==> src/rtl/wb_simple_master.sv <==
// wb_simple_master: Wishbone classic single-transfer master fed by a valid/ready command port.
// Defining WB_MASTER_TIMEOUT_EN adds a bus timeout (status 11) after TIMEOUT_CYCLES silent cycles.
module wb_simple_master #(
  parameter int AW             = 32,
  parameter int DW             = 8,
  parameter int MAX_RETRY      = 3,
  parameter int TIMEOUT_CYCLES = 255
) (
  input  logic          wb_clk,
  input  logic          wb_rst,
  input  logic          cmd_valid,
  output logic          cmd_ready,
  input  logic          cmd_we,
  input  logic [AW-1:0] cmd_adr,
  input  logic [DW-1:0] cmd_dat,
  output logic          rsp_valid,
  input  logic          rsp_ready,
  output logic [1:0]    rsp_status,
  output logic [DW-1:0] rsp_dat,
  output logic [AW-1:0] wb_adr_o,
  output logic [DW-1:0] wb_dat_o,
  output logic          wb_we_o,
  output logic          wb_cyc_o,
  output logic          wb_stb_o,
  output logic [2:0]    wb_cti_o,
  output logic [1:0]    wb_bte_o,
  input  logic [DW-1:0] wb_dat_i,
  input  logic          wb_ack_i,
  input  logic          wb_err_i,
  input  logic          wb_rty_i
);
  // state      | meaning
  // IDLE       | waiting for a command, cmd_ready high
  // BUS        | cyc/stb asserted, waiting for a termination
  // RETRY_WAIT | one idle bus cycle before re-issuing a retried access
  // RESP       | rsp_valid high until rsp_ready
  typedef enum logic [1:0] {IDLE, BUS, RETRY_WAIT, RESP} state_t;

  state_t        state, state_nx;
  logic [AW-1:0] adr_nx;
  logic [DW-1:0] dat_nx, rdat_nx;
  logic          we_nx, cyc_nx, rsp_valid_nx;
  logic [1:0]    status_nx;
  logic [3:0]    retry_cnt, retry_cnt_nx;
  logic          tmo_hit;

  assign cmd_ready = (state == IDLE) & ~wb_rst;
  assign wb_stb_o  = wb_cyc_o;
  assign wb_cti_o  = 3'b000;
  assign wb_bte_o  = 2'b00;

`ifdef WB_MASTER_TIMEOUT_EN
  localparam int TW = ($clog2(TIMEOUT_CYCLES + 1) > 8) ? $clog2(TIMEOUT_CYCLES + 1) : 8;
  logic [TW-1:0] tmo_cnt;

  // Held at zero outside BUS, so every BUS entry (including re-issues) starts a fresh count.
  always_ff @(posedge wb_clk) begin
    if (wb_rst || state != BUS) tmo_cnt <= '0;
    else                        tmo_cnt <= tmo_cnt + 1'b1;
  end

  assign tmo_hit = (tmo_cnt == TW'(TIMEOUT_CYCLES - 1));
`else
  assign tmo_hit = 1'b0;
`endif

  always_comb begin
    state_nx     = state;
    adr_nx       = wb_adr_o;
    dat_nx       = wb_dat_o;
    we_nx        = wb_we_o;
    cyc_nx       = wb_cyc_o;
    rsp_valid_nx = rsp_valid;
    status_nx    = rsp_status;
    rdat_nx      = rsp_dat;
    retry_cnt_nx = retry_cnt;
    case (state)
      IDLE: begin
        if (cmd_valid) begin
          adr_nx   = cmd_adr;
          dat_nx   = cmd_dat;
          we_nx    = cmd_we;
          cyc_nx   = 1'b1;
          state_nx = BUS;
        end
      end
      BUS: begin
        if (wb_err_i) begin
          cyc_nx       = 1'b0;
          status_nx    = 2'b01;
          rdat_nx      = '0;
          rsp_valid_nx = 1'b1;
          state_nx     = RESP;
        end else if (wb_rty_i) begin
          cyc_nx = 1'b0;
          if (retry_cnt < 4'(MAX_RETRY)) begin
            retry_cnt_nx = retry_cnt + 4'd1;
            state_nx     = RETRY_WAIT;
          end else begin
            status_nx    = 2'b10;
            rdat_nx      = '0;
            rsp_valid_nx = 1'b1;
            state_nx     = RESP;
          end
        end else if (wb_ack_i) begin
          cyc_nx       = 1'b0;
          status_nx    = 2'b00;
          rdat_nx      = wb_we_o ? '0 : wb_dat_i;
          rsp_valid_nx = 1'b1;
          state_nx     = RESP;
        end else if (tmo_hit) begin
          cyc_nx       = 1'b0;
          status_nx    = 2'b11;
          rdat_nx      = '0;
          rsp_valid_nx = 1'b1;
          state_nx     = RESP;
        end
      end
      RETRY_WAIT: begin
        cyc_nx   = 1'b1;
        state_nx = BUS;
      end
      RESP: begin
        if (rsp_ready) begin
          rsp_valid_nx = 1'b0;
          retry_cnt_nx = '0;
          state_nx     = IDLE;
        end
      end
      default: state_nx = IDLE;
    endcase
  end

  always_ff @(posedge wb_clk) begin
    if (wb_rst) begin
      state      <= IDLE;
      wb_adr_o   <= '0;
      wb_dat_o   <= '0;
      wb_we_o    <= 1'b0;
      wb_cyc_o   <= 1'b0;
      rsp_valid  <= 1'b0;
      rsp_status <= 2'b00;
      rsp_dat    <= '0;
      retry_cnt  <= '0;
    end else begin
      state      <= state_nx;
      wb_adr_o   <= adr_nx;
      wb_dat_o   <= dat_nx;
      wb_we_o    <= we_nx;
      wb_cyc_o   <= cyc_nx;
      rsp_valid  <= rsp_valid_nx;
      rsp_status <= status_nx;
      rsp_dat    <= rdat_nx;
      retry_cnt  <= retry_cnt_nx;
    end
  end
endmodule
==> config.mk <==
export PLATFORM = sky130hd
export DESIGN_NAME = wb_simple_master
export DESIGN_NICKNAME = d
export VERILOG_FILES = /design/src/rtl/wb_simple_master.sv
export SDC_FILE = /design/constraint.sdc
export NUM_CORES = 1
export LEC_CHECK = 0
export CAP_MARGIN = 5
export CORE_MARGIN = 5
export CORE_UTILIZATION = 40
export CTS_CLUSTER_DIAMETER = 120
export DETAILED_ROUTE_END_ITERATION = 10
export PLACE_DENSITY = 0.81
export SLEW_MARGIN = 20
export SYNTH_ARGS = -nofsm -noshare
export SYNTH_HDL_FRONTEND = slang
export SYNTH_SLANG_ARGS = --single-unit
==> constraint.sdc <==
create_clock -name wb_clk -period 2.3 [get_ports wb_clk]
set_input_delay 0.46 -clock wb_clk [delete_from_list [all_inputs] [get_ports wb_clk]]
set_output_delay 0.46 -clock wb_clk [all_outputs]
set_load 0.1 [all_outputs]
# Word level (Yosys, flattened, before mapping)
# Index checks and enable logic that the tools add are counted.
# totals
output_inout_bits,60
inputBits,56
elab_cells,66
ff_bits,59
# op_classes
mux,32
reduce_logical,10
n_eq_ne,11
addsub,1
order_cmp,1
bitwise_logic,2
# op_table
operator,n
8-bit 2-to-1 mux,5
2-bit 2-to-1 mux,9
4-bit 2-to-1 mux,4
1-bit 2-to-1 mux,10
2-bit inequality test (second input constant),5
3-bit AND reduction,3
4-bit inequality test (second input constant),2
2-bit case mux with 4 select lines,1
4-bit case mux with 2 select lines,1
3-bit nonzero test,2
5-bit AND reduction,1
4-bit by 1-bit adder with 4-bit output (second input constant),1
2-bit equality test (second input constant),2
4-bit by 2-bit < comparator with 1-bit output (second input constant),1
4-bit AND reduction,1
3-bit inequality test (second input constant),1
1-bit case mux with 3 select lines,1
2-bit by 1-bit equality test with 1-bit output (second input constant),1
2-bit zero test,1
1-bit case mux with 2 select lines,1
2-bit AND reduction,1
2-bit nonzero test,1
1-bit AND,1
1-bit inverter,1

# Logic depth before layout (Yosys ltp)
# depth
depth_word,5
ltp_mapped,7
depth_no_buf,4

# Worst setup path before layout
# Ideal clock, no wire load.
# synth_path
kind,input port to output port
from,input port wb_rst
to,output port cmd_ready
slack_ps,-1002
required_time_ps,1840
path_buffers,2
path_stages,3
arrival_time_ps,2842
cell_sequence,buf_2 buf_1 nor3_1
# synth_via
elab_chain_cells,2
# synth_lines
item,line,text
from (decl),10,"input logic wb_rst,"
1-bit inverter,47,assign cmd_ready = (state == IDLE) & ~wb_rst;
1-bit AND,47,
to (decl),12,"output logic cmd_ready,"
# No other way between the ends.

# Final worst setup path
# layout_path
from,register state[1]
to,output port cmd_ready
# layout_via
elab_chain_cells,2
# layout_lines
item,line,text
from (decl),39,"state_t state, state_nx;"
from (signal assigned),146,state <= state_nx;
2-bit zero test,47,
1-bit AND,47,
# No other way between the ends.

==> flow_summary.json <==
{
  "tns_ns": 0,
  "htree_levels": 3,
  "cts_buffer_depth": 2,
  "wl_met3_um": 419,
  "p_leak_nw": 1.42,
  "worstReg2RegEnd": "rsp_status[1]",
  "final_common_cell": "nand2_1",
  "holdPathEnd": "wb_adr_o[16]",
  "clock_latency_ns": 0.32,
  "hold_viol_final": 0,
  "final_antenna_net_count": 0,
  "initialDrtViolationCount": 84,
  "end_kind": "output pin",
  "start_util": 0.411,
  "routed_wl_um": 6140,
  "wl_per_cell_um": 13.3,
  "grt_overflow_total": 0,
  "routedLengthMet1_um": 2670,
  "fmax_mhz": 587,
  "netlist_area_um2": 2260,
  "timing.final.crit_period_ns": 1.70,
  "synth-seq-cells": 59,
  "drc": 0,
  "grt_pass1_wl_um": 9590,
  "ys_async_sr_fraction": 0,
  "crit_chain": "nor3_4 > buf_12",
  "clock_sinks": 59,
  "route.met2.wl_um": 2960,
  "setup_viol": 0,
  "cp.required_ns": 1.84,
  "startpoint_type": "register",
  "ctsResizeCount": 0,
  "holdPathStages": 2,
  "rsz0062_at_grt": "false",
  "layout_common_cells": "95 x nand2_1, 61 x buf_4, 59 x dfxtp_1",
  "ys.flop_type": "dfxtp_1",
  "yosysWarnings": 0,
  "first_pass_iters": 4,
  "clock-root-buffer": "clkbuf_8",
  "synthAdderAreaFrac": 0.00553,
  "holdCritStartpoint": "wb_adr_o[16]",
  "synth_top_area_share": 0.522,
  "synthTopCellsByArea": "dfxtp_1 52%, nand2_1 16%, a21oi_1 10%, o21ai_0 3.1%, buf_4 2.7%",
  "startpoint": "state[1]",
  "portBuffers": 110,
  "synth_xor_area_frac": 0,
  "dieHeight_um": 85.2,
  "synth_edf_count": 0,
  "antenna_cells": 0,
  "routed_via_density": 4.71,
  "cts_tree": "done",
  "core_area_um2": 5510,
  "via_count": 2174,
  "ir_drop_mv": 0.467,
  "finalClockSkew_ns": 0.00331,
  "rr_startpoint": "state[0]",
  "postLayoutCoreUtil": 0.625,
  "clkTransAtPathRegs_ns": 0.06,
  "detailed_place_hpwl_um": 4500,
  "maxUsedRoutingLayer": "met4",
  "netlist_instances": 278,
  "post-synth-top-area-cell": "dfxtp_1",
  "fp.dieW_um": 85.2,
  "slew_viol_final": 0,
  "std_cell_rows": 27,
  "post_cts_buffers": 0,
  "synth-simple-area-share": 0.230,
  "grt_pass1_vias": 2035,
  "ios": 116,
  "finalNetCount": 442,
  "antenna_found_initial": 0,
  "drv_cap": 0,
  "drive_above_1_share": 0.210,
  "avgSynthCellArea_um2": 8.13,
  "synth.area.mux_share": 0,
  "fin_crit_sh": 0.741,
  "min_path_type": "reg -> reg",
  "synth-compound-area-share": 0.170,
  "synth_top_family_by_area": "simple AND/OR/NAND/NOR gates",
  "gp_congestion": 0.811,
  "slowest_stage": "dfxtp_1",
  "dieArea_um2": 7260,
  "path_class": "reg -> out",
  "crit_fanout": 11,
  "ys_types": 32,
  "r2r_slack_ns": 0.72,
  "crit_path_max_incr_delay_ns": 0.45,
  "reg2regPathDepth": 4,
  "cts_hold_buf": 0,
  "area_growth_pct": 52.2,
  "track_usage": 0.166,
  "cts_buffers": 9,
  "status": "finished clean",
  "p_per_area_nw_per_um2": 810,
  "critPathArrivalTime_ns": 1.24,
  "grt_max_degree": 42,
  "seq_area_frac_synth": 0.522
}
[flip-flops by register name (all words and copies together), names as in the netlist]
name and flops:
rsp_valid 1, wb_cyc_o 1, state 2, wb_adr_o 32
wb_we_o 1, wb_dat_o 8, rsp_status 2, rsp_dat 8
retry_cnt 4
[logic make-up (layout without fill, tap and decap cells)]
logic type	after synthesis	after routing
and+or+nand+nor	118	118
other	1	5
DFF	59	59
AOI/OAI and AO/OA	71	71
buffers and inverters	28	136
adders and majority gates	1	1
[worst max path at each step]
stage	end	slack (ns)
after global routing	cmd_ready	0.52
after global placement	rsp_status[1]	0.38
after detailed placement	retry_cnt[1]	0.34
after CTS	cmd_ready	0.57
after floorplan	cmd_ready	0.26
final	cmd_ready	0.60
[metal layers]
layer  vias up  GRT usage
li1       1116          -
met1       988      0.186
met2        65      0.278
met3         5     0.0553
met4         0     0.0863
met5         -          0
[critical path: cells and delay by family, from the launching register on]
kind | cells | cell delay [ns]
buffers and inverters | 1 | 0.20
DFF | 1 | 0.45
and+or+nand+nor | 1 | 0.27
[report_power, final]
group,switching (mW),internal [mW]
registers,0.0415,1.08
logic,0.624,0.226
clock network,0.366,0.448
total,1.03,1.76
[through the flow]
| stage | worst slack [ns] | hold WS, ns | instances | total power [mW] | area, µm² |
|---|---|---|---|---|---|
| after floorplan | 0.258 | 0.464 | 282 | 1.77 | 2290 |
| after global placement | 0.377 | 0.443 | 446 | 1.99 | 3270 |
| after detailed placement | 0.339 | 0.447 | 446 | 2.00 | 3270 |
| after CTS | 0.572 | 0.457 | 462 | 2.82 | 3440 |
| after global routing | 0.518 | 0.472 | 462 | 2.92 | 3440 |
| final | 0.595 | 0.454 | 462 | 2.79 | 3440 |
[synthesized netlist by cell type, types with 2 or more instances]
library cell / instances
nand2_1: 95
inv_1: 2
o31ai_1: 2
buf_2: 6
a31oi_1: 2
nand2b_1: 2
o21ai_0: 14
nand3b_1: 2
nor2b_1: 3
clkbuf_1: 8
nor2_1: 5
buf_4: 8
dfxtp_1: 59
buf_6: 2
o211ai_1: 5
a21oi_1: 45
and2_1: 3
[final cells by class]
| class | count | area (µm²) |
|---|---|---|
| clock buffer | 14 | 163 |
| clock inverter | 2 | 10.0 |
| timing repair buffer | 118 | 1040 |
| tap | 72 | 90.1 |
| sequential | 59 | 1180 |
| fill | 479 | 2060 |
| multi-input combinational | 195 | 947 |
| inverter | 2 | 7.51 |
Note: power is estimated with default switching activity, not from simulation.
